[src/rtl/fir_pkg.sv]
// Shared sizes, FSM encoding and accumulator-to-output conversion for fir_tap_mac.
// Define FIR_SAT_EN to saturate the output; leave it undefined to wrap.
package fir_pkg;

    localparam int NUM_TAP = 10;
    localparam int DATA_W  = 3;
    localparam int COEF_W  = 4;
    localparam int OUT_W   = 8;
    localparam int PROD_W  = DATA_W + COEF_W;
    localparam int ACC_W   = DATA_W + COEF_W + $clog2(NUM_TAP);
    localparam int IDX_W   = $clog2(NUM_TAP);

    typedef enum logic [1:0] {
        IDLE = 2'd0,
        MAC  = 2'd1,
        DONE = 2'd2
    } fir_state_t;

`ifdef FIR_SAT_EN
    localparam logic signed [ACC_W-1:0] OUT_MAX = ACC_W'((2 ** (OUT_W - 1)) - 1);
    localparam logic signed [ACC_W-1:0] OUT_MIN = ACC_W'(-(2 ** (OUT_W - 1)));
`endif

    function automatic logic signed [OUT_W-1:0] acc_to_out(input logic signed [ACC_W-1:0] acc);
`ifdef FIR_SAT_EN
        if (acc > OUT_MAX) begin
            return OUT_MAX[OUT_W-1:0];
        end else if (acc < OUT_MIN) begin
            return OUT_MIN[OUT_W-1:0];
        end else begin
            return acc[OUT_W-1:0];
        end
`else
        return acc[OUT_W-1:0];
`endif
    endfunction

endpackage

[src/rtl/fir_tap_mac_if.sv]
// Start/tap/coefficient request and result bus of the serial FIR MAC engine.
interface fir_tap_mac_if;
    import fir_pkg::*;

    logic                        start;
    logic [NUM_TAP*DATA_W-1:0]   tap_bus;
    logic [NUM_TAP*COEF_W-1:0]   coef_bus;
    logic                        busy;
    logic                        valid;
    logic [OUT_W-1:0]            fir_out;
    logic                        overrun;

    modport master (
        output start, tap_bus, coef_bus,
        input  busy, valid, fir_out, overrun
    );

    modport slave (
        input  start, tap_bus, coef_bus,
        output busy, valid, fir_out, overrun
    );

endinterface

[src/rtl/fir_mac_unit.sv]
// Signed multiplier, clearable accumulator and registered output conversion.
module fir_mac_unit
    import fir_pkg::*;
(
    input  logic                     clk,
    input  logic                     rst,
    input  logic                     clear,
    input  logic                     enable,
    input  logic                     load_out,
    input  logic signed [DATA_W-1:0] tap,
    input  logic signed [COEF_W-1:0] coef,
    output logic signed [OUT_W-1:0]  fir_out
);

    logic signed [PROD_W-1:0] prod;
    logic signed [ACC_W-1:0]  acc;

    // Operands are sign-extended to the full product width before multiplying.
    assign prod = PROD_W'(tap) * PROD_W'(coef);

    always_ff @(posedge clk or posedge rst) begin
        if (rst) begin
            acc <= '0;
        end else if (clear) begin
            acc <= '0;
        end else if (enable) begin
            acc <= acc + ACC_W'(prod);
        end
    end

    always_ff @(posedge clk or posedge rst) begin
        if (rst) begin
            fir_out <= '0;
        end else if (load_out) begin
            fir_out <= acc_to_out(acc);
        end
    end

endmodule

[src/rtl/fir_tap_mac.sv]
// Serial FIR MAC: snapshots the tap bus on start, walks one tap per cycle, strobes the sum.
// Output conversion is saturating when FIR_SAT_EN is defined, wrapping otherwise.
module fir_tap_mac
    import fir_pkg::*;
(
    input  logic         clk,
    input  logic         rst,
    fir_tap_mac_if.slave bus
);

    localparam logic [IDX_W-1:0] IDX_LAST = IDX_W'(NUM_TAP - 1);

    fir_state_t                state;
    fir_state_t                state_next;
    logic [IDX_W-1:0]          idx;
    logic [NUM_TAP*DATA_W-1:0] snap;
    logic                      snap_load;
    logic                      acc_en;
    logic                      out_load;
    logic                      overrun_set;
    logic                      valid_q;
    logic                      overrun_q;
    logic signed [DATA_W-1:0]  tap_sel;
    logic signed [COEF_W-1:0]  coef_sel;
    logic signed [OUT_W-1:0]   fir_out_w;

    always_ff @(posedge clk or posedge rst) begin
        if (rst) begin
            state <= IDLE;
        end else begin
            state <= state_next;
        end
    end

    // A start in DONE re-arms immediately so back-to-back samples lose no cycle.
    always_comb begin
        state_next  = state;
        snap_load   = 1'b0;
        acc_en      = 1'b0;
        out_load    = 1'b0;
        overrun_set = 1'b0;
        case (state)
            IDLE: begin
                if (bus.start) begin
                    snap_load  = 1'b1;
                    state_next = MAC;
                end
            end
            MAC: begin
                acc_en      = 1'b1;
                overrun_set = bus.start;
                if (idx == IDX_LAST) begin
                    state_next = DONE;
                end
            end
            DONE: begin
                out_load = 1'b1;
                if (bus.start) begin
                    snap_load  = 1'b1;
                    state_next = MAC;
                end else begin
                    state_next = IDLE;
                end
            end
            default: state_next = IDLE;
        endcase
    end

    always_ff @(posedge clk or posedge rst) begin
        if (rst) begin
            idx       <= '0;
            snap      <= '0;
            valid_q   <= 1'b0;
            overrun_q <= 1'b0;
        end else begin
            if (snap_load) begin
                snap <= bus.tap_bus;
                idx  <= '0;
            end else if (acc_en) begin
                idx <= (idx == IDX_LAST) ? '0 : idx + IDX_W'(1);
            end
            valid_q   <= out_load;
            overrun_q <= overrun_set;
        end
    end

    assign tap_sel  = snap[idx*DATA_W +: DATA_W];
    assign coef_sel = bus.coef_bus[idx*COEF_W +: COEF_W];

    fir_mac_unit u_mac (
        .clk      (clk),
        .rst      (rst),
        .clear    (snap_load),
        .enable   (acc_en),
        .load_out (out_load),
        .tap      (tap_sel),
        .coef     (coef_sel),
        .fir_out  (fir_out_w)
    );

    assign bus.busy    = (state != IDLE);
    assign bus.valid   = valid_q;
    assign bus.overrun = overrun_q;
    assign bus.fir_out = fir_out_w;

endmodule

[src/flat_wrapper.sv]
// flat-port wrapper written by rule: the top's interface ports become plain ports
module fir_tap_mac_flat import fir_pkg::*;
  (clk, rst, bus_start, bus_tap_bus, bus_coef_bus, bus_busy, bus_valid, bus_fir_out, bus_overrun);
  fir_tap_mac_if bus_i ();
  input  logic clk;
  input  logic rst;
  input wire logic [$bits(bus_i.start)-1:0] bus_start;
  input wire logic [$bits(bus_i.tap_bus)-1:0] bus_tap_bus;
  input wire logic [$bits(bus_i.coef_bus)-1:0] bus_coef_bus;
  output wire logic [$bits(bus_i.busy)-1:0] bus_busy;
  output wire logic [$bits(bus_i.valid)-1:0] bus_valid;
  output wire logic [$bits(bus_i.fir_out)-1:0] bus_fir_out;
  output wire logic [$bits(bus_i.overrun)-1:0] bus_overrun;
  assign bus_i.start = bus_start;
  assign bus_i.tap_bus = bus_tap_bus;
  assign bus_i.coef_bus = bus_coef_bus;
  assign bus_busy = bus_i.busy;
  assign bus_valid = bus_i.valid;
  assign bus_fir_out = bus_i.fir_out;
  assign bus_overrun = bus_i.overrun;
  fir_tap_mac u_core (.clk(clk), .rst(rst), .bus(bus_i));
endmodule
[config.mk]
export PLATFORM = sky130hd
export DESIGN_NAME = fir_tap_mac_flat
export DESIGN_NICKNAME = d
export VERILOG_FILES = /design/src/rtl/fir_pkg.sv /design/src/rtl/fir_tap_mac_if.sv /design/src/rtl/fir_mac_unit.sv /design/src/rtl/fir_tap_mac.sv /design/src/flat_wrapper.sv
export SDC_FILE = /design/constraint.sdc
export NUM_CORES = 1
export LEC_CHECK = 0
export CAP_MARGIN = 15
export CORE_MARGIN = 10
export CORE_UTILIZATION = 50
export DETAILED_ROUTE_END_ITERATION = 10
export PLACE_DENSITY = 0.84
export REMOVE_ABC_BUFFERS = 1
export SYNTH_ARGS = -nofsm -noshare
export SYNTH_HDL_FRONTEND = slang
export SYNTH_SLANG_ARGS = --single-unit
[constraint.sdc]
create_clock -name clk -period 4.9 [get_ports clk]
set_input_delay 0.49 -clock clk [delete_from_list [all_inputs] [get_ports clk]]
set_output_delay 0.49 -clock clk [all_outputs]
set_load 0.01 [all_outputs]
Yosys cells after proc, flatten, opt, wreduce, memory -nomap -nowiden
Index checks and enable logic that the tools add are counted.
{"block": "op_classes", "n_eq_ne": 5, "addsub": 2, "n_reduce_logical": 5, "muxes": 14, "mul": 2, "n_shift": 2}
{"cell": "variable part select 40 x 7 -> 4 bit", "n": 1}
{"cell": "variable part select 30 x 7 -> 3 bit", "n": 1}
{"cell": "two-way mux 11 bit", "n": 2}
{"cell": "two-way mux 4 bit", "n": 3}
{"cell": "adder 11 x 7 -> 11 bit", "n": 1}
{"cell": "multiplier 3 x 4 -> 7 bit", "n": 1}
{"cell": "multiplier 4 x 2 -> 6 bit (second input constant)", "n": 1}
{"cell": "two-way mux 1 bit", "n": 6}
{"cell": "one-hot mux 2 bit (3 select lines)", "n": 1}
{"cell": "adder 4 x 1 -> 4 bit (second input constant)", "n": 1}
{"cell": "== test 4 bit (second input constant)", "n": 1}
{"cell": "two-way mux 2 bit", "n": 2}
{"cell": "nonzero test 2 bit", "n": 2}
{"cell": "== test 2 x 1 -> 1 bit (second input constant)", "n": 1}
{"cell": "== test 2 bit (second input constant)", "n": 1}
{"cell": "zero test 2 bit", "n": 1}
{"cell": "!= test 2 x 1 -> 1 bit (second input constant)", "n": 1}
{"cell": "!= test 2 bit (second input constant)", "n": 1}
{"cell": "AND reduction 2 bit", "n": 1}
{"cell": "OR reduction 2 bit", "n": 1}
{"block": "word_totals", "input_bits": 73, "reg_bits": 57, "wordCells": 37, "output_inout_bits": 11}

Longest topological paths before layout
{"block": "depth", "depth_word": 6, "depth_mapped": 20, "depth_no_buf": 18}

By module
From an unflattened synthesis, not the netlist that was laid out.
{"block": "hier_totals", "hier_cells": 283, "hier_area_um2": 3334.4}
{"mod": "fir_tap_mac", "area_per_inst_um2": 2064.5, "seq_area_each_um2": 950.9, "cells_each": 166, "n_inst": 1}
{"mod": "fir_mac_unit", "area_per_inst_um2": 1270.0, "seq_area_each_um2": 400.4, "cells_each": 117, "n_inst": 1}

Worst setup path before layout
No wires, ideal clock.
{"block": "synth_timing", "path_kind": "reg-to-reg", "startpoint": "register u_core.idx[0]", "endpoint": "register u_core.u_mac.acc[7]", "stages_incl_launch_ff": 17, "path_buffers": 1, "required_ns": 4.821, "setup_ns": 0.079, "slack_ns": 0.411, "synth_period_minus_slack_ns": 4.489, "t_arrival_ns": 4.409, "path_cell_list": "dfrtp_1 > buf_6 > mux4_1 > a22oi_1 > nor2_1 > a31oi_1 > nand2b_1 > fa_1 > fa_1 > fa_1 > inv_1 > ha_1 > a211oi_1 > o21bai_1 > a2111o_1 > o21ai_0 > mux2i_1"}
{"block": "synth_via", "elab_chain_cells": 6, "elab_cells_between_ends": 7, "classes_between": "add/sub: 1; mul: 2; shift: 2; mux: 2"}
{"item": "from (decl)", "line": "fir_tap_mac.sv:15", "rtl": "logic [IDX_W-1:0] idx;"}
{"item": "from (signal assigned)", "line": "fir_tap_mac.sv:80", "rtl": "idx <= (idx == IDX_LAST) ? '0 : idx + IDX_W'(1);"}
{"item": "multiplier 4 x 2 -> 6 bit", "line": "fir_tap_mac.sv:87", "rtl": "assign tap_sel = snap[idx*DATA_W +: DATA_W];"}
{"item": "variable part select 30 x 7 -> 3 bit", "line": "fir_tap_mac.sv:87"}
{"item": "multiplier 3 x 4 -> 7 bit *", "line": "fir_mac_unit.sv:19", "rtl": "assign prod = PROD_W'(tap) * PROD_W'(coef);"}
{"item": "adder 11 x 7 -> 11 bit *", "line": "fir_mac_unit.sv:27", "rtl": "acc <= acc + ACC_W'(prod);"}
{"item": "two-way mux 11 bit *", "line": "fir_mac_unit.sv:26", "rtl": "end else if (enable) begin"}
{"item": "two-way mux 11 bit *", "line": "fir_mac_unit.sv:24", "rtl": "end else if (clear) begin"}
{"item": "to (signal assigned)", "line": "fir_mac_unit.sv:27"}
{"item": "to (decl)", "line": "fir_mac_unit.sv:16", "rtl": "logic signed [ACC_W-1:0] acc;"}
Every way passes the cells marked *; elsewhere a longest branch is shown, timed or not. The select of a mux whose other input is x is not followed.
A chain may end at the register's enable or synchronous reset.

Final worst setup path
Ends and elaborated chain as after synthesis.

==> reports/summary.md <==
### Run status
- result of the run: completed

### Die
- placeable core region: 0.00639 mm²
- Die Area: 0.0103 mm²
- width of the die: 102 µm
- starting density of the core: 52.0%
- number of I/O pins: 84
- Die Height: 102 µm
- cell row count: 29

### Cells and area
- fin nets: 520
- layout cell share with drive strength beyond 1: 14.5%
- most frequent cells in the layout: nand2_1 (103), clkdlybuf4s50_1 (83), dfrtp_1 (54), inv_1 (20), ha_1 (17)
- leading cell type in the layout, fill and taps excluded: nand2_1
- Layout area overhead: 34.7%
- post-route standard cell area excluding fillers: 0.00448 mm²
- n_diodes: 0
- fin util: 70.1%

### CTS
- worst-skew pair later-pin latency: 320 ps
- H-tree level count: 2
- clock root buffer: clkbuf_8
- CTS sink count: 54
- maximum number of buffers from clock root to sink: 2
- number of hold-repair buffers added at the cts stage: 0
- number of buffers created by CTS: 5
- clock tree from TritonCTS: built
- CTS clock-pin slew for the worst setup and hold paths: 90 ps

### STA
- Achievable Freq: 0.215 GHz
- final worst clock skew: 8.04 ps
- slew at the pin closest to its max-slew limit: 787 ps
- number of failing hold endpoints at the final stage: 0
- fin crit share: 94.9%
- normalized max-slew margin: 47.4%
- Max Slew Vio Count: 0
- total setup violations reported at the end of the flow: 0
- fin crit period: 4650 ps

### Yosys
- number of flip-flops and latches in the synthesized netlist: 54
- Post-Syn Area per Cell: 10.2 µm²
- share of the yosys chip area belonging to registers: 40.7%
- cell accounting for the most synthesized area: dfrtp_1
- number of distinct standard cells referenced by the synthesized netlist: 34
- post-synth top area share: 40.7%
- total number of yosys warnings: 0
- synthesized cell area: 0.00332 mm²
- post-synthesis instance total: 327
- leading post-synthesis cells by cell area: dfrtp_1 (41%), nand2_1 (12%), mux4_1 (8.7%)

### Power
- sequential share of power: 21.5%
- fraction of power consumed by combinational cells: 72.4%
- maximum VDD drop: 0.590 mV
- P_leak: 2.11 nW
- clock network fraction of total power: 6.2%
- net switching fraction of the power: 43.0%
- NetSw: 1.65 mW
- Internal: 2.19 mW
- power density of the placed cells: 860 mW/mm²

### Place
- detailed placer's ending HPWL: 6.28 mm
- Area after DPL: 0.00426 mm²
- IO Port Bufs: 83
- placer congestion estimate: 0.820

### GRT
- Total GRT Usage: 16.1%
- vias in the first global route: 2796
- wire length of the first global-routing pass: 13.3 mm
- number of antenna violations at the first check in global routing: 0
- overflow left after global routing: 0
- maximum number of pins on one net before global-route repair: 55

### Detailed routing
- drt total wl: 8.18 mm
- WL per Instance: 16.5 µm
- TritonRoute pass-1 iters: 4
- final antenna-violating net count: 0
- via-per-instance ratio: 5.30
- Iter 0 DRT Violations: 192
- total number of vias: 2635
- remaining routing DRC violations: 0

### Run
- count of maximum capacitance violations: 0

### Setup path
- critical path fanouts, max: 6
- Crit Path Class: reg -> reg
- startpoint of the most critical register-to-register path: u_core.idx[0]
- worst reg2reg path depth: 16
- data arrival time of the critical path: 4890 ps
- element type at the critical path end: flop
- CP startpoint: u_core.idx[0]
- reg-to-reg critical path endpoint: u_core.u_mac.acc[7]
- worst-case register-to-register setup slack: 250 ps
- category of the worst setup path launch point: flop
- data required time at the worst endpoint: 5140 ps

### Worst hold path
- path class of the lowest-slack min-delay path: in -> async

-- stage by stage --
stage	total power [mW]	hold WS, ps	TNS, ps	cells	worst slack (ps)
finish	3.85	385	0	497	250
CTS	3.73	476	0	488	68.2
global placement	3.34	449	-38.6	481	-38.6
detailed placement	3.47	455	-81.7	481	-81.7
global route	4.31	389	-28.7	497	-28.7
floorplan	2.64	437	-77.0	308	-77.0
-- cell families (layout without fill, tap and decap cells) --
family | count (synthesis) | count (layout) | synth area share (%)
buffers and inverters | 40 | 133 | 5.35
adder cells (fa/ha/maj) | 27 | 27 | 12.4
AO/OA/AOI/OAI | 37 | 37 | 7.64
flip-flops | 54 | 54 | 40.7
multiplexers | 31 | 31 | 16.4
XOR/XNOR | 5 | 5 | 1.32
AND/OR/NAND/NOR | 133 | 133 | 16.2
-- area by class of cell --
type	instances	area (µm²)
tap	77	96.3
fill	468	1910
timing repair buffer	105	1050
clock inverter	1	7.51
multi-input combinational	233	1820
inverter	21	78.8
sequential	54	1350
clock buffer	6	72.6
-- sequential cells by signal, summed over array words and instances (netlist names) --
name,flops
u_core.u_mac.fir_out,8
u_core.bus.overrun,1
u_core.idx,4
u_core.state,2
u_core.bus.valid,1
u_core.u_mac.acc,8
u_core.snap,30
-- metal layers --
layer  share of wire [%]  vias to the layer above  track usage, %  wire length [µm]
met2                  52                       80            29.1              4260
met1                  41                     1264            18.2              3330
met5                   0                        -               0                 0
li1                    -                     1278               -                 -
met3                 4.9                       13            3.00               405
met4                 2.4                        0            6.43               193
-- worst max-delay path by stage --
stage / depth (start not counted) / end
3_3_place_gp: 16 / u_core.u_mac.acc[7]
2_1_floorplan: 15 / u_core.u_mac.acc[7]
4_1_cts: 16 / u_core.u_mac.acc[7]
3_5_place_dp: 16 / u_core.u_mac.acc[7]
6_report: 16 / u_core.u_mac.acc[7]
5_1_grt: 16 / u_core.u_mac.acc[7]
-- cell usage after synthesis, drive strengths merged --
master,count
a211oi,2
nand2b,5
o21ai,12
or2,1
fa,10
dfrtp,54
xor2,2
nand2,103
a21oi,4
xnor2,3
a31oi,5
nand3b,1
a221oi,2
nand3,2
o21bai,1
mux2,15
ha,17
nor2b,6
mux2i,2
inv,21
a22o,3
a2111o,1
a21o,2
nor2,14
clkbuf,13
buf,6
mux4,14
and2,1
a22oi,5
-- timing repair --
action / CTS / global route
endpoints found under the setup margin: 0 / 2
setup buffers: 0 / 6
resized for setup: 0 / 12
-- critical path, stage by stage (launching register included) --
cell	delay, ps
dfrtp_1	430
buf_6	150
mux4_1	540
a22oi_1	210
nor2_1	70
a31oi_2	240
buf_4	190
nor2_1	70
fa_1	550
fa_1	430
ha_1	330
ha_1	330
a211oi_2	220
o21bai_1	110
a2111o_1	400
o21ai_1	100
mux2i_1	210
-- power groups by stage --
stage	clock network, mW	logic [mW]	registers [mW]
after floorplan	0	1.80	0.840
after global placement	0	2.53	0.811
after detailed placement	0	2.64	0.825
after CTS	0.243	2.67	0.814
after global routing	0.262	3.19	0.848
final	0.238	2.79	0.826
(Power assumes the default switching activity.)
==> RTL edit 1 (same flow settings) <==
Build with the macro `FIR_SAT_EN` defined.
--- a/src/rtl/fir_pkg.sv
+++ b/src/rtl/fir_pkg.sv
@@ -1,4 +1,6 @@
 // Shared sizes, FSM encoding and accumulator-to-output conversion for fir_tap_mac.
 // Define FIR_SAT_EN to saturate the output; leave it undefined to wrap.
+`define FIR_SAT_EN
+
 package fir_pkg;
 
Behaviour: same outputs for any inputs over 10 cycles, from zero or initial values and one cycle with rst high; that may be too few to reach the edited logic, so the function may still have changed.
==> RTL edit 1 against the unedited design <==
Synthesized cell count fell by 2.1%. Clock skew rose by 0.0048 ns. Sequential cell count rose by 3. Cell area rose by 9.6%. Die area rose by 8.9%. Setup slack got worse by 0.047 ns. Wire length rose by 5.4%. Maximum frequency fell by 1.0%. Area after synthesis rose by 11%. Non-clock buffer count fell by 8. Hold slack improved by 0.077 ns.
Power is not shown: default switching activity piles up to over one toggle a cycle in this logic, so the estimate is an artifact.
==> RTL edit 1: results <==
[global_routing]
grt_usage_pct = 15.9
grt_pass1_vias = 3070
grt_max_degree = 58

[worst_hold_path]
hold_class = reg2reg

[setup_path]
timing.reg2reg.setup_slack_ns = 0.20
cp.arrival_ns = 4.93

[placement]
placed_area_um2 = 4660
dpl.cell_count = 496
dpl.hpwl_mm = 6.81
gp_congestion = 0.882

[logic_synthesis]
synth.distinct_cells = 45
synth_top_area_share_pct = 38.6
synth_area_leaders = dfrtp_1 39%, mux2_2 9.4%, ha_1 7.8%
synth_cells = 320

[cts]
cts_made_buffers = 9
cts_htree_levels = 3
clk_pin_slew_ns = 0.07

[drt]
route.vias.total = 2827
wl_per_cell_um = 16.7
drt_iter0_markers = 123

[final_layout]
drive_above_1_share_pct = 18.9
fin_nets = 522
reg.largest.list = u_core.snap (30), u_core.u_mac.acc (11), u_core.u_mac.fir_out (8)

[timing]
timing.fmax_ghz = 0.213
skew_ns = 0.0128

[run_status]
status = completed
RTL edit 1: cell count changes after synthesis, moves of 6 or more:
cell	before	now
clkbuf_1	13	6
ha_1	17	23
inv_1	21	29
mux2_2	15	31
mux2i_1	2	12
nand2_1	103	24
o21ai_0	12	18
RTL edit 1: worst paths after layout:
path	from	endpoint	cells past startpoint
max	u_core.idx[0]	u_core.u_mac.acc[8]	17
min	u_core.u_mac.fir_out[4]	u_core.u_mac.fir_out[4]	2
max reg2reg	u_core.idx[0]	u_core.u_mac.acc[8]	17
min reg2reg	u_core.u_mac.fir_out[4]	u_core.u_mac.fir_out[4]	2
max in group asynchronous	rst	u_core.snap[6]	3
min in group asynchronous	rst	u_core.snap[11]	3
RTL edit 1: metal layers:
layer  up-vias  GRT usage [%]  routed length, um
met4         0           4.55                109
met1      1387           18.9               3610
met2        98           25.3               4140
li1       1325              -                  -
met3        17           7.31                770
met5         -              0                  0
RTL edit 1: stage by stage:
step	hold WS (ns)	utilization [%]
2_1_floorplan	0.472	-
3_3_place_gp	0.449	64.6
3_5_place_dp	0.456	64.6
4_1_cts	0.470	66.9
5_1_grt	0.504	68.0
6_report	0.462	68.0
RTL edit 1: worst max-delay path: stages (launching register included):
cell      delay (ns)
dfrtp_2         0.43
buf_12          0.16
mux4_1          0.58
mux2i_1         0.16
o22a_1          0.21
nand2b_1        0.14
fa_1            0.45
fa_1            0.49
fa_1            0.53
inv_1           0.04
ha_1            0.20
inv_1           0.07
fa_1            0.19
nand2b_1        0.14
a21oi_2         0.07
o21a_1          0.17
or3_1           0.30
a32o_1          0.27
RTL edit 1: area by class of cell:
cell class	instances	area, um2
clock inverters	5	31.3
flip-flops and latches	57	1430
multi-input cells	219	2090
clock buffers	11	141
fillers	555	2310
inverters	29	109
well taps	99	124
repair buffers	97	978
RTL edit 1: timing repair:
action	in CTS	in global routing
endpoints found under the hold margin	0	0
resized for setup	0	6
setup endpoints to repair	0	3
buffers inserted	0	4
RTL edit 1: kinds of logic (layout without fill, tap and decap cells):
kind of cell    after synthesis  after routing  synth area share, %
simple gates                 70             70                 8.81
fa+ha+maj                    36             36                 14.8
flops                        57             57                 38.6
buf+inv                      44            142                 5.32
mux                          57             57                 21.9
compound gates               50             50                 9.08
xor+xnor                      6              6                 1.42
==> RTL edit 2 (same flow settings) <==
Without the edit above. Reset style: synchronous (`rst`), changed in 4 clocked blocks.
--- a/src/rtl/fir_mac_unit.sv
+++ b/src/rtl/fir_mac_unit.sv
@@ -19,5 +19,5 @@
     assign prod = PROD_W'(tap) * PROD_W'(coef);
 
-    always_ff @(posedge clk or posedge rst) begin
+    always_ff @(posedge clk) begin
         if (rst) begin
             acc <= '0;
@@ -29,5 +29,5 @@
     end
 
-    always_ff @(posedge clk or posedge rst) begin
+    always_ff @(posedge clk) begin
         if (rst) begin
             fir_out <= '0;
--- a/src/rtl/fir_tap_mac.sv
+++ b/src/rtl/fir_tap_mac.sv
@@ -25,5 +25,5 @@
     logic signed [OUT_W-1:0]   fir_out_w;
 
-    always_ff @(posedge clk or posedge rst) begin
+    always_ff @(posedge clk) begin
         if (rst) begin
             state <= IDLE;
@@ -67,5 +67,5 @@
     end
 
-    always_ff @(posedge clk or posedge rst) begin
+    always_ff @(posedge clk) begin
         if (rst) begin
             idx       <= '0;
Function: differs if rst is asserted again (counterexample within 4 cycles, from zero or initial values and one cycle with rst high); with rst held inactive, the same outputs for 10 cycles.
==> RTL edit 2 against the unedited design <==
Cell area shrank 9.8%. Count of clock-buffer cells in the layout is 1 lower. Clock skew shrank 0.0018 ns. Cell count rose by 1.0%. Sequential cell count unchanged. Via count grew 1.7%. Area after synthesis fell by 6.6%. Wire length is 4.7% lower. Setup slack gained 0.059 ns. Highest routed layer unchanged.
Power is left out: it rests on default switching activity, and per cell area and clock period it moved more than threefold.
==> RTL edit 2: results <==
[run_status]
status = completed

[setup_path]
r2r_cells = 16
max_stage_delay_ns = 0.52
slowest_stage = mux4_2

[logic_synthesis]
syn_avg_cell_area_um2 = 8.67
synth-seq-area-share_pct = 34.8
synth_xor_area_share_pct = 2.14
synthMuxAreaShare_pct = 13.7
ys_async_sr_fraction_pct = 0
synth_area_um2 = 3110
synth_compound_area_share_pct = 13.1
synthAdderAreaFrac_pct = 12.5
synth_common_cells = 94 x nand2_1, 54 x dfxtp_1, 47 x a21oi_1, 19 x inv_1
synth_area_leaders = dfxtp_1 35%, nand2_1 11%, mux4_2 10%

[final_layout]
seq_cell_count = 54
nonClockBufferCount = 87
multi_input_cells = 259
fillers = 522
ff_latch_area_um2 = 1080
nNonClkInverters = 20
clock_area_share_pct = 1.95
fin_nets = 525
drive_above_1_share_pct = 7.49
final_area_um2 = 4040
buf_share_pct = 21.6

[global_routing]
grt_pass1_wl_mm = 12.9
grt_usage_pct = 15.6
grt_max_degree = 32
grt_pass1_vias = 2822

[drt]
dr_wl_met3_um = 408
vias_per_cell = 5.34
wl_met1_mm = 3.09
wl_per_cell_um = 15.5
drt_iter0_markers = 103

[cts]
worst_skew_pair.late_latency_ns = 0.30

[timing]
max-slew-margin-rel_pct = 24.5
skew_ns = 0.00629

[placement]
dp_slack_ns = 0.123
gp_congestion = 0.795
RTL edit 2: worst register-to-register path: stages, from the launching register on:
cell and delay [ns]:
dfxtp_1 0.37, buf_12 0.22, mux4_2 0.54, a22oi_1 0.21, o21a_2 0.21, nand2b_1 0.14, fa_1 0.44, fa_1 0.51
inv_1 0.05, fa_1 0.45, ha_1 0.25, fa_1 0.42, a21o_1 0.17, a21oi_1 0.16, xnor2_1 0.14, nand2_1 0.07
a21oi_1 0.17
RTL edit 2: worst paths after layout:
| path | from | endpoint | slack, ns |
|---|---|---|---|
| max | u_core.idx[0] | u_core.u_mac.acc[6] | 0.31 |
| min | u_core.snap[8] | u_core.snap[8] | 0.46 |
| max reg2reg | u_core.idx[0] | u_core.u_mac.acc[6] | 0.31 |
| min reg2reg | u_core.snap[8] | u_core.snap[8] | 0.46 |
RTL edit 2: metal layers:
metal,vias to the layer above,GRT usage [%]
li1,1329,-
met1,1276,16.2
met5,-,0
met3,13,4.54
met4,0,4.63
met2,63,29.5
